## src/rtl/cmos_i2c_pkg.sv

```systemverilog
// rtl/cmos_i2c_pkg.sv - shared widths, state codes and wait helper for the cmos_i2c config path
package cmos_i2c_pkg;

   localparam int ADDR_W = 16;
   localparam int DATA_W = 8;
   localparam int IDX_W  = 8;
   localparam int CNT_W  = 24;
   localparam int ST_W   = 3;

   localparam logic [ADDR_W-1:0] DELAY_ADDR_DEF = 16'hFFFF;

   localparam logic [ST_W-1:0] ST_PWRUP = 3'd0;
   localparam logic [ST_W-1:0] ST_FETCH = 3'd1;
   localparam logic [ST_W-1:0] ST_ISSUE = 3'd2;
   localparam logic [ST_W-1:0] ST_DELAY = 3'd3;
   localparam logic [ST_W-1:0] ST_NEXT  = 3'd4;
   localparam logic [ST_W-1:0] ST_GAP   = 3'd5;
   localparam logic [ST_W-1:0] ST_DONE  = 3'd6;
   localparam logic [ST_W-1:0] ST_ERROR = 3'd7;

   // The counter is consulted down to zero, so an N-cycle wait loads N-1; N=0 still costs one cycle.
   function automatic logic [CNT_W-1:0] wait_len(input logic [CNT_W-1:0] cyc);
      return (cyc == '0) ? '0 : cyc - CNT_W'(1);
   endfunction

endpackage

```

## src/rtl/cfg_wait_counter.sv

```systemverilog
// rtl/cfg_wait_counter.sv - loadable down-counter with zero flag shared by the sequencer wait states
module cfg_wait_counter
   import cmos_i2c_pkg::*;
#(
   parameter int W = CNT_W
) (
   input  logic         clk,
   input  logic         rst_n,
   input  logic         load,
   input  logic [W-1:0] load_val,
   output logic         zero
);

   logic [W-1:0] count;

   always_ff @(posedge clk) begin
      if (!rst_n) begin
         count <= '0;
      end else if (load) begin
         count <= load_val;
      end else if (count != '0) begin
         count <= count - W'(1);
      end
   end

   assign zero = (count == '0);

endmodule

```

## src/rtl/cmos_i2c_cfg_sequencer.sv

```systemverilog
// rtl/cmos_i2c_cfg_sequencer.sv - walks the sensor register LUT and issues one I2C write per entry
module cmos_i2c_cfg_sequencer
   import cmos_i2c_pkg::*;
#(
   parameter logic [19:0] PWRUP_CYC      = 20'd500000,
   parameter logic [15:0] GAP_CYC        = 16'd1000,
   parameter logic [15:0] DELAY_UNIT_CYC = 16'd50000,
   parameter logic [15:0] DELAY_ADDR     = DELAY_ADDR_DEF,
   parameter logic [3:0]  MAX_RETRY      = 4'd3
) (
   input  logic                     clk,
   input  logic                     rst_n,
   input  logic                     restart,
   output logic [IDX_W-1:0]         LUT_INDEX,
   input  logic [ADDR_W+DATA_W-1:0] LUT_DATA,
   input  logic [IDX_W-1:0]         LUT_SIZE,
   output logic                     wr_req,
   output logic [ADDR_W-1:0]        wr_addr,
   output logic [DATA_W-1:0]        wr_data,
   input  logic                     wr_done,
   input  logic                     wr_nack,
   output logic                     cfg_busy,
   output logic                     cfg_done,
   output logic                     cfg_err,
   output logic [IDX_W-1:0]         err_index
);

   logic [ST_W-1:0]   state;
   logic [3:0]        retry_cnt;
   logic              pwr_armed;
   logic              gap_to_issue;
   logic              cnt_load;
   logic [CNT_W-1:0]  cnt_load_val;
   logic              cnt_zero;
   logic [ADDR_W-1:0] lut_addr;
   logic [DATA_W-1:0] lut_val;
   logic [CNT_W-1:0]  delay_cyc;
   logic              is_delay;
   logic              last_entry;
   logic              can_retry;

   assign lut_addr   = LUT_DATA[ADDR_W+DATA_W-1:DATA_W];
   assign lut_val    = LUT_DATA[DATA_W-1:0];
   assign delay_cyc  = CNT_W'(lut_val) * CNT_W'(DELAY_UNIT_CYC);
   assign is_delay   = (lut_addr == DELAY_ADDR);
   assign last_entry = (LUT_SIZE == '0) || (LUT_INDEX >= LUT_SIZE - IDX_W'(1));
   assign can_retry  = (retry_cnt < MAX_RETRY);

   // Counter is loaded on the edge that enters a wait state, so the wait state itself only watches zero.
   always_comb begin
      cnt_load     = 1'b0;
      cnt_load_val = '0;
      case (state)
         ST_PWRUP: begin
            cnt_load     = !pwr_armed;
            cnt_load_val = wait_len(CNT_W'(PWRUP_CYC));
         end
         ST_FETCH: begin
            cnt_load     = is_delay;
            cnt_load_val = wait_len(delay_cyc);
         end
         ST_ISSUE: begin
            cnt_load     = wr_nack && can_retry;
            cnt_load_val = wait_len(CNT_W'(GAP_CYC));
         end
         ST_NEXT: begin
            cnt_load     = !last_entry;
            cnt_load_val = wait_len(CNT_W'(GAP_CYC));
         end
         ST_DONE, ST_ERROR: begin
            cnt_load     = restart;
            cnt_load_val = wait_len(CNT_W'(PWRUP_CYC));
         end
         default: ;
      endcase
   end

   cfg_wait_counter #(.W(CNT_W)) u_wait (
      .clk      (clk),
      .rst_n    (rst_n),
      .load     (cnt_load),
      .load_val (cnt_load_val),
      .zero     (cnt_zero)
   );

   always_ff @(posedge clk) begin
      if (!rst_n) begin
         state        <= ST_PWRUP;
         retry_cnt    <= '0;
         pwr_armed    <= 1'b0;
         gap_to_issue <= 1'b0;
         LUT_INDEX    <= '0;
         wr_req       <= 1'b0;
         wr_addr      <= '0;
         wr_data      <= '0;
         cfg_busy     <= 1'b1;
         cfg_done     <= 1'b0;
         cfg_err      <= 1'b0;
         err_index    <= '0;
      end else begin
         case (state)
            ST_PWRUP: begin
               if (!pwr_armed) begin
                  pwr_armed <= 1'b1;
               end else if (cnt_zero) begin
                  if (LUT_SIZE != '0) begin
                     state <= ST_FETCH;
                  end else begin
                     state    <= ST_DONE;
                     cfg_done <= 1'b1;
                     cfg_busy <= 1'b0;
                  end
               end
            end
            ST_FETCH: begin
               if (is_delay) begin
                  state <= (delay_cyc == '0) ? ST_NEXT : ST_DELAY;
               end else begin
                  wr_addr <= lut_addr;
                  wr_data <= lut_val;
                  wr_req  <= 1'b1;
                  state   <= ST_ISSUE;
               end
            end
            ST_ISSUE: begin
               // A simultaneous done+nack is a failed transaction.
               if (wr_nack) begin
                  wr_req <= 1'b0;
                  if (can_retry) begin
                     retry_cnt    <= retry_cnt + 4'd1;
                     gap_to_issue <= 1'b1;
                     state        <= ST_GAP;
                  end else begin
                     state     <= ST_ERROR;
                     cfg_err   <= 1'b1;
                     cfg_busy  <= 1'b0;
                     err_index <= LUT_INDEX;
                  end
               end else if (wr_done) begin
                  wr_req    <= 1'b0;
                  retry_cnt <= '0;
                  state     <= ST_NEXT;
               end
            end
            ST_DELAY: begin
               if (cnt_zero) state <= ST_NEXT;
            end
            ST_NEXT: begin
               if (last_entry) begin
                  state    <= ST_DONE;
                  cfg_done <= 1'b1;
                  cfg_busy <= 1'b0;
               end else begin
                  LUT_INDEX    <= LUT_INDEX + IDX_W'(1);
                  gap_to_issue <= 1'b0;
                  state        <= ST_GAP;
               end
            end
            ST_GAP: begin
               if (cnt_zero) begin
                  if (gap_to_issue) begin
                     wr_req <= 1'b1;
                     state  <= ST_ISSUE;
                  end else begin
                     state <= ST_FETCH;
                  end
               end
            end
            ST_DONE, ST_ERROR: begin
               if (restart) begin
                  state     <= ST_PWRUP;
                  pwr_armed <= 1'b1;
                  retry_cnt <= '0;
                  LUT_INDEX <= '0;
                  cfg_busy  <= 1'b1;
                  cfg_done  <= 1'b0;
                  cfg_err   <= 1'b0;
                  err_index <= '0;
               end
            end
            default: state <= ST_PWRUP;
         endcase
      end
   end

endmodule

```

## config.mk

```make
export PLATFORM = sky130hd
export DESIGN_NAME = cmos_i2c_cfg_sequencer
export DESIGN_NICKNAME = d
export VERILOG_FILES = /design/src/rtl/cmos_i2c_pkg.sv /design/src/rtl/cfg_wait_counter.sv /design/src/rtl/cmos_i2c_cfg_sequencer.sv
export SDC_FILE = /design/constraint.sdc
export NUM_CORES = 1
export LEC_CHECK = 0
export CAP_MARGIN = 25
export CORE_MARGIN = 5
export CORE_UTILIZATION = 40
export DETAILED_ROUTE_END_ITERATION = 7
export PLACE_DENSITY_LB_ADDON = 0.25
export SLEW_MARGIN = 10
export SYNTH_ARGS = -nofsm -noshare
export SYNTH_HDL_FRONTEND = slang
export SYNTH_SLANG_ARGS = --single-unit
```

## constraint.sdc

```tcl
create_clock -name clk -period 5.5 [get_ports clk]
set_input_delay 1.1 -clock clk [delete_from_list [all_inputs] [get_ports clk]]
set_output_delay 1.1 -clock clk [all_outputs]
set_load 0.005 [all_outputs]
```

==> impl_results.md <==
* Chip width at 131.9 um
* Fin cells at between 1000 and 1500
* Reg2reg start: state[0]$_SDFFE_PN0P_
* Post-route ant nets at 0
* Final Total Pwr at ~3.3 mW
* CP Class: in -> reg
* Die Y at 131.9 um
* Fin worst setup slack at 0.06661 ns
* CTS clock-pin slew for the worst setup and hold paths at 0.06 ns
* Seq cells post-synth at between 70 and 80
* Core Util, Final at a little under three fifths
* H-Tree Depth at 3
* Pwr dens at around 400 nW/um2
* Vias at ~5900
* Antenna cells at 0
* Root buffer cell: clkbuf_16
* Async set-or-reset flop fraction in the synthesized netlist at 0%
* Net Sw Power at about 1.3 mW
* WL per Instance at 15.85 um
* Setup Slack @ Placement at -0.5054 ns
* Final #Nets at 1004
* Number of cells produced by synthesis at 731
* Fmax at about 0.18 GHz
* Total die area at ~17000 um2
* Crit path DAT at 5.67 ns
* Clk_lat worst skew at around 0.34 ns
* Reg-to-reg setup timing slack at around 2.3 ns
* Crit-path max FO at 7
* YS warnings at 0
* Crit path capture: state[2]$_SDFFE_PN0P_
* Sinks on Clock Net at 77
* Nature of the critical path endpoint: register
* Seq pwr share at a little under a quarter
* Total Routing Usage GR at about a fifth
* Row cnt at 44
* Seq/Total Area, Yosys at around a quarter
* Dpl hpwl at approximately 13000 um
* Least-Margin Pin Slew at between 0.9 and 1 ns
* Worst setup SP type: input port
* Core area at roughly 15000 um2
* Vias per cell at 5.480
* Port bufs at 80
* Status: complete, no violations
* P_int at 1.930 mW
* Main flop type after synthesis: dfxtp_1
* Final setup viols at 0
* Starting Density at around two fifths
* Unrepaired setup endpoints after global routing: true
* First-pass GRT wire length at between 20000 and 30000 um
* Comb power frac at 58.1%
* Max-slew violations at 0
* Sw Ratio at roughly two fifths
* Worst setup startpoint: LUT_DATA[3]
* Number of synthesized flops with an enable pin at 0
* Hold Crit Class: reg -> reg
* Gr ovfl total at 0
* Largest net degree at the start of global routing at 47
* Min-Delay Path Depth at 2
* Tcrit/Tclk final at 98.79%
* Number of global-route vias before repair at between 5000 and 6000
* Crit path time final at between 5 and 6 ns
* GPL Wtd Cong at approximately 0.88
* Leak Pwr at 3.285 nW
* Post-Route WL at about 17000 um
* Clock network power share at between 10% and 20%
* TritonCTS Buffers at 9
* CTS tree: built
* DP Cell Count at approximately 1100
* Num ports at just over 80
* Critical Path RT at 5.74 ns
* Avg Inst Size Synth at 8.129 um2
* Slew HR at between 30% and 40%
* Share of cells above drive strength 1 at between 15 and 20%
* Reg-to-Reg End: u_wait.count[23]$_SDFFE_PN0P_
* Post-Syn Nets at 847
* R2r worst-path depth at 8
* Netlist cell types at between 70 and 80
* Worst vdd ir at 0.1687 mV
* Max Cap Viol at 0
* Hold Buf Count CTS at 0
* DRT Pass-1 Iters at 5
* Clk buf depth at 2
* Final hold violations at 0
* First DRT Iteration DRCs at around 380
* P&R area growth vs syn at 36.28%
* Hold_ws at roughly 0.45 ns
* Drt drc at 0
* Final setup skew at 0.006907 ns
* Cell Area, Synth at 5942 um2
* Initial antenna violation count at 0
## worst min path at each step
stage,end,startpoint
final,wr_addr[1]$_SDFFE_PN0P_,wr_addr[1]$_SDFFE_PN0P_
after global routing,wr_addr[6]$_SDFFE_PN0P_,wr_addr[6]$_SDFFE_PN0P_
after CTS,wr_addr[1]$_SDFFE_PN0P_,wr_addr[1]$_SDFFE_PN0P_
after detailed placement,cfg_busy$_SDFFE_PN1P_,cfg_busy$_SDFFE_PN1P_
after global placement,wr_addr[7]$_SDFFE_PN0P_,wr_addr[7]$_SDFFE_PN0P_
after floorplan,retry_cnt[3]$_SDFFE_PN0P_,retry_cnt[3]$_SDFFE_PN0P_
## sequential cells by signal, indices dropped and copies added, names as in the netlist, 3 cells and up
signal        flops
LUT_INDEX         8
retry_cnt         4
wr_addr          16
err_index         8
u_wait.count     24
state             3
wr_data           8
## cells by family after synthesis
group           count (synthesis)  share of synthesized area, %
xor+xnor                       58                         8.549
buf+inv                        65                         4.527
fa+ha+maj                      79                         18.15
mux                             4                        0.6949
flops                          77                         25.94
compound gates                177                         19.58
simple gates                  271                         22.55
## per-stage QoR
stage / TNS [ns] / instance area, um2
6_report: 0 / 8098
5_1_grt: -1.076 / 8098
4_1_cts: 0 / 7845
3_5_place_dp: -11.23 / 7500
3_3_place_gp: -7.925 / 7500
2_1_floorplan: 0 / 5942
## critical path, stage by stage
cell,delay [ns]
clkdlybuf4s50_1,0.43
ha_1,0.32
inv_1,0.05
fa_1,0.48
inv_1,0.05
fa_1,0.54
ha_4,0.21
ha_4,0.28
buf_6,0.13
o211ai_1,0.13
buf_4,0.16
o32a_2,0.37
o311a_4,0.33
nor3b_2,0.21
nand2_1,0.09
or4_4,0.54
a311oi_1,0.25
## cells in the mapped netlist (3+ instances only)
master    count  area [um2]
xor2_1       25       219.0
nor3_1       23       115.1
buf_2         3       15.01
xnor2_1      33       289.0
nand2_1      82       307.8
ha_1         67       838.3
or4_1         6       45.04
a22oi_1       9       67.56
nand4_1      15       93.84
mux2i_1       3       30.03
nand2b_1      3       18.77
nor2b_1       6       37.54
o31ai_1       4       30.03
inv_1        38       142.6
dfxtp_1      77        1541
a21oi_1      61       305.3
a21o_1       10       75.07
o211ai_1      6       45.04
fa_1         12       240.2
nor2_1       67       251.5
a211oi_1      3       22.52
nor4_1        8       50.05
o21ai_0      38       190.2
or2_2         6       37.54
nand3_1      21       105.1
clkbuf_1     18       67.56
o22ai_1       9       56.30
o21ai_1       3       15.01
and3_1        5       31.28
a211o_1       3       26.28
or3_1         7       43.79
## cells in the final DEF (no fill, tap or decap), types with 4 or more instances in the layout
cell / count
xnor2_1: 32
nand4_1: 15
or4_1: 5
nor2_1: 67
o211ai_1: 6
buf_4: 88
o31ai_1: 4
o21ai_0: 36
or3_1: 7
nor3_1: 23
nor4_1: 8
ha_4: 10
xor2_1: 24
o21ai_1: 5
fa_1: 12
or2_2: 6
nor2b_1: 4
nand2_1: 81
ha_1: 55
a21oi_1: 59
dfxtp_1: 77
clkbuf_16: 9
and3_1: 5
o22ai_1: 8
nand3_1: 20
clkdlybuf4s50_1: 77
inv_1: 38
a22oi_1: 9
a21o_1: 10
## timing repair
item	4_1_cts	5_1_grt
setup buffers	1	3
resized for setup	12	35
pin swaps	6	18
gates cloned	0	1
setup endpoints to repair	25	27
## metal layers
metal  vias to the layer above  part of all wire (%)  track usage, %  routed length, um
met4                         0                   2.0           5.314                343
met3                        35                   4.9           4.046                844
met1                      2791                    45           24.54               7643
met2                       144                    48           31.41               8239
li1                       2932                     -               -                  -
met5                         -                     0               0                  0
## power by group through the flow
| stage | Sequential, mW | Combinational [mW] | Clock, mW |
|---|---|---|---|
| floorplan | 0.751 | 1.14 | 0 |
| global placement | 0.789 | 1.69 | 0 |
| detailed placement | 0.795 | 1.72 | 0 |
| CTS | 0.784 | 1.77 | 0.598 |
| global route | 0.805 | 2.09 | 0.629 |
| finish | 0.786 | 1.90 | 0.589 |
## cell type report
class,instances,area (um2)
Timing Repair Buffer,171,1499
Sequential cell,77,1541
Inverter,40,150.1
Fill cell,1361,6436
Multi-Input combinational cell,589,4385
Clock inverter,5,58.81
Tap cell,184,230.2
Clock buffer,11,232.7
(Power assumes the default switching activity.)
